<file path="config.mk">
export PLATFORM = sky130hd
export DESIGN_NAME = hazard_unit_mc
export DESIGN_NICKNAME = d
export VERILOG_FILES = /design/src/rtl/hazard_unit_mc.sv
export SDC_FILE = /design/constraint.sdc
export NUM_CORES = 1
export LEC_CHECK = 0
export CELL_PAD_IN_SITES_DETAIL_PLACEMENT = 1
export CELL_PAD_IN_SITES_GLOBAL_PLACEMENT = 1
export CORE_AREA = 2 2 69 71
export CTS_BUF_LIST = sky130_fd_sc_hd__clkbuf_8
export CTS_CLUSTER_DIAMETER = 100
export CTS_CLUSTER_SIZE = 14
export DETAILED_ROUTE_END_ITERATION = 10
export DIE_AREA = 0 0 71 73
export PLACE_DENSITY = 0.82
export SKIP_CTS_REPAIR_TIMING = 1
export SLEW_MARGIN = 20
export SYNTH_ARGS = -nofsm -noshare
export SYNTH_HDL_FRONTEND = slang
export SYNTH_SLANG_ARGS = --single-unit
</file>
<file path="constraint.sdc">
create_clock -name clk_i -period 2.15 [get_ports clk_i]
set_input_delay 0.3225 -clock clk_i [delete_from_list [all_inputs] [get_ports clk_i]]
set_output_delay 0.3225 -clock clk_i [all_outputs]
set_load 0.005 [all_outputs]
</file>
<file path="src/rtl/hazard_unit_mc.sv">
// Multi-cycle load-use hazard detector between ID and EX, with data-memory miss freeze.
// Optional stall statistics are built when HAZARD_STATS_EN is defined.

module hazard_src_cmp #(
  parameter int ADDR_W = 5
) (
  input  logic [ADDR_W-1:0] rs,
  input  logic              used,
  input  logic [ADDR_W-1:0] rd,
  output logic              hit
);
  assign hit = used && (rs == rd);
endmodule

module hazard_unit_mc #(
  parameter int ADDR_W   = 5,
  parameter int LOAD_LAT = 1,
  parameter int CNT_W    = 3,
  parameter int STAT_W   = 32
) (
  input  logic              clk_i,
  input  logic              rst_i,
  input  logic [ADDR_W-1:0] RS1addr_ID_i,
  input  logic [ADDR_W-1:0] RS2addr_ID_i,
  input  logic              RS1Used_ID_i,
  input  logic              RS2Used_ID_i,
  input  logic [ADDR_W-1:0] RDaddr_EX_i,
  input  logic              MemRead_EX_i,
  input  logic              MemStall_i,
  output logic              PCWrite_o,
  output logic              Stall_o,
  output logic              NoOp_o,
  output logic              Freeze_o,
  output logic [STAT_W-1:0] StallCycles_o,
  output logic [STAT_W-1:0] LoadUseEvents_o
);
  localparam int NUM_SRC = 2;

  typedef enum logic {IDLE = 1'b0, LOAD_WAIT = 1'b1} state_t;

  state_t                           state, state_nxt;
  logic [CNT_W-1:0]                 cnt, cnt_nxt;
  logic [NUM_SRC-1:0][ADDR_W-1:0]   rs_addr;
  logic [NUM_SRC-1:0]               rs_used;
  logic [NUM_SRC-1:0]               rs_hit;
  logic                             hazard;
  logic                             detect;

  assign rs_addr = {RS2addr_ID_i, RS1addr_ID_i};
  assign rs_used = {RS2Used_ID_i, RS1Used_ID_i};

  for (genvar i = 0; i < NUM_SRC; i++) begin : g_src
    hazard_src_cmp #(.ADDR_W(ADDR_W)) u_cmp (
      .rs   (rs_addr[i]),
      .used (rs_used[i]),
      .rd   (RDaddr_EX_i),
      .hit  (rs_hit[i])
    );
  end

  // x0 is never a real producer, so it cannot create a hazard
  assign hazard = MemRead_EX_i && (RDaddr_EX_i != '0) && (|rs_hit);
  assign detect = (state == IDLE) && hazard && !MemStall_i;

  always_ff @(posedge clk_i or negedge rst_i) begin
    if (!rst_i) begin
      state <= IDLE;
      cnt   <= '0;
    end else begin
      state <= state_nxt;
      cnt   <= cnt_nxt;
    end
  end

  // A miss freezes everything, including the bubble countdown
  always_comb begin
    state_nxt = state;
    cnt_nxt   = cnt;
    if (!MemStall_i) begin
      case (state)
        IDLE: begin
          if (hazard && (LOAD_LAT > 1)) begin
            state_nxt = LOAD_WAIT;
            cnt_nxt   = CNT_W'(LOAD_LAT - 1);
          end
        end
        LOAD_WAIT: begin
          cnt_nxt = cnt - CNT_W'(1);
          if (cnt == CNT_W'(1)) state_nxt = IDLE;
        end
        default: state_nxt = IDLE;
      endcase
    end
  end

  // Reset forces nominal controls even though the state flops clear asynchronously
  always_comb begin
    PCWrite_o = 1'b1;
    Stall_o   = 1'b0;
    NoOp_o    = 1'b0;
    Freeze_o  = 1'b0;
    if (rst_i) begin
      if (MemStall_i) begin
        PCWrite_o = 1'b0;
        Stall_o   = 1'b1;
        Freeze_o  = 1'b1;
      end else if (detect || (state == LOAD_WAIT)) begin
        PCWrite_o = 1'b0;
        Stall_o   = 1'b1;
        NoOp_o    = 1'b1;
      end
    end
  end

`ifdef HAZARD_STATS_EN
  logic [STAT_W-1:0] stall_cycles;
  logic [STAT_W-1:0] load_use_events;

  always_ff @(posedge clk_i or negedge rst_i) begin
    if (!rst_i) begin
      stall_cycles    <= '0;
      load_use_events <= '0;
    end else begin
      if (Stall_o && (stall_cycles != '1))
        stall_cycles <= stall_cycles + STAT_W'(1);
      if (detect && (load_use_events != '1))
        load_use_events <= load_use_events + STAT_W'(1);
    end
  end

  assign StallCycles_o   = stall_cycles;
  assign LoadUseEvents_o = load_use_events;
`else
  assign StallCycles_o   = '0;
  assign LoadUseEvents_o = '0;
`endif

endmodule

</file>
==> summary.md <==
| Metric | Value |
|---|---|
| FMAX | `475 MHz` |
| Htree depth | `1` |
| CP Launch Type | `input port` |
| CP top delay family | `buffers and inverters` |
| Tcrit/Tclk final | `a little over nine tenths` |
| Worst stage delay on the critical path | `0.41 ns` |
| Antenna violations before repair | `0` |
| Via density | `3.04` |
| Pwr Density | `337 nW/um^2` |
| Sequential-to-total area share from yosys stat | `between 10% and 20%` |
| Total congestion overflow | `0` |
| Aggregate routed wire length | `~1600 um` |
| Port Buf Inserts | `24` |
| Final hold vios | `0` |
| Mapped Cells | `106` |
| Die W | `between 70 and 80 um` |
| Synth warn | `0` |
| Slowest-stage cell, CP | `clkdlybuf4s50_1` |
| Max Root-Sink Buffers | `2` |
| VDD IR max | `0.192 mV` |
| Starting Density | `18.7%` |
| Worst slack at placement | `-0.402 ns` |
| Layout area overhead | `19.8%` |
| Bufs and invs on worst path | `3` |
| Critical path endpoint category | `primary output` |
| Starting DRT DRC Count | `8` |
| Largest net degree at the start of global routing | `8` |
| Critical Path AT | `1.78 ns` |
| DP HPWL | `1420 um` |
| Antenna Cells | `0` |
| Die area | `5180 um^2` |
| Final WS setup | `0.0430 ns` |
| Gr usage total | `just under 6%` |
| I/O Pins | `89` |
| Die height | `approximately 73 um` |
| Crit path max fanout | `3` |
| Pre-Repair DR Iteration Count | `2` |
| Min Tclk post-route | `2.11 ns` |
| Antenna-violating nets left | `0` |
| Most common cell after layout, fill and taps aside | `conb_1` |
| Core area | `4540 um^2` |
| Number of max-cap violations | `0` |
| Most frequent cells in the layout | `conb_1, clkdlybuf4s50_1, xor2_1` |
| Status | `complete, no violations` |
| Final Max Slew Viols | `0` |
| First-pass GRT wire length | `2260 um` |
| RSZ-0062 raised after global routing | `yes` |
| CTS Sinks | `4` |
| Leakage | `0.563 nW` |
| Global placement routability congestion | `between 0.7 and 0.8` |
| Min-delay worst type | `input port to asynchronous set/reset pin` |
| Cell Rows | `25` |
| Register bit total from synthesis | `4` |
| Overall Power | `0.342 mW` |
| Via count | `583` |
| CTS tree | `yes` |
| CTS root buf | `clkbuf_8` |
| Critical Path RT | `1.83 ns` |
| Post-synth design cell area | `848 um^2` |
| Mean post-synth cell area | `roughly 8.0 um^2` |
| DRC viols | `0` |
| Vias in the first global route | `around 500` |
| Clock Skew | `0.000874 ns` |
| Routed wire per std cell | `8.26 um` |
| Share of cells above drive strength 1 | `between 7 and 8%` |
| Clock Pin Slew Worst Setup and Hold Paths | `0.03 ns` |
| WS Path Type | `input port to primary output` |
| Clock latency on the worst-skew pair | `0.22 ns` |
| Hold slack | `between 0.4 and 0.5 ns` |
| Critical-path cell list | `clkdlybuf4s50_1 -> xor2_1 -> nor4_1 -> a32oi_1 -> buf_4 -> o21ai_1 -> dlymetal6s2s_1` |
| Netlist cell types | `20` |
| Total CTS buffers | `3` |
| Nets@finish | `roughly 160` |
| Fill count | `575` |
| Final setup vio count | `0` |
## power by group
group	total [mW]	switching, mW	internal (mW)
Combinational	0.111	0.0554	0.0558
Clock	0.155	0.0360	0.119
Sequential	0.0759	0	0.0759
## cell type report
class | instances | area [um^2] | share of cell area [%]
sequential | 4 | 100 | 9.85
tap | 54 | 67.6 | 6.65
clock buffer | 3 | 41.3 | 4.06
multi-input combinational | 98 | 493 | 48.5
timing repair buffer | 30 | 303 | 29.8
inverter | 3 | 11.3 | 1.11
## worst paths after layout
path / slack [ns] / end / depth (start not counted) / start
worst max-delay path: 0.04 / NoOp_o / 7 / RS1addr_ID_i[3]
worst min-delay path: 0.40 / cnt[2] / 2 / rst_i
worst max register to register: 1.16 / state / 4 / cnt[1]
worst min register to register: 0.48 / cnt[1] / 2 / cnt[1]
max in group asynchronous: 1.63 / cnt[1] / 2 / rst_i
min in group clk_i: 0.48 / cnt[1] / 2 / cnt[1]
## synth_stat cells
cell,number,area (um^2)
a32oi_1,1,8.76
and2_0,1,6.26
and2_1,1,6.26
buf_4,64,480
conb_1,1,3.75
dfrtp_1,4,100
ha_1,2,25.0
inv_1,3,11.3
nand2_1,3,11.3
nand2_2,1,6.26
nand2b_1,1,6.26
nand3b_1,1,7.51
nor2b_1,1,6.26
nor4_1,2,12.5
o21a_1,2,15.0
o21ai_0,4,20.0
o31a_1,1,8.76
or4_1,1,7.51
xnor2_1,4,35.0
xor2_1,8,70.1
## logic make-up (layout without fill, tap and decap cells)
group	after synthesis	count (layout)	share of synthesized area [%]
AND/OR/NAND/NOR	12	12	8.26
AO/OA/AOI/OAI	8	8	6.19
XOR/XNOR	12	12	12.4
other	1	64	0.442
flip-flops	4	4	11.8
buffers and inverters	67	36	58.0
adder cells (fa/ha/maj)	2	2	2.95
## registers in the layout (all words and copies together), names as in the netlist
register and cells:
cnt 3, state 1
## per-stage QoR
step,setup TNS (ns),instance area (um^2),cells,util (%)
after floorplan,0,1080,169,-
after detailed placement,-1.18,950,188,20.9
after global placement,-1.21,950,188,20.9
final,0,1020,192,22.4
after CTS,-1.19,991,191,21.8
after global routing,-0.133,1020,192,22.4
## routing by layer
metal / routed length, um / global-route usage, % / up-vias
met1: 496 / 5.48 / 246
met4: 22 / 2.52 / 0
met3: 364 / 4.70 / 5
met5: 0 / 0 / -
li1: - / - / 271
met2: 702 / 9.35 / 61
(Power assumes the default switching activity.)
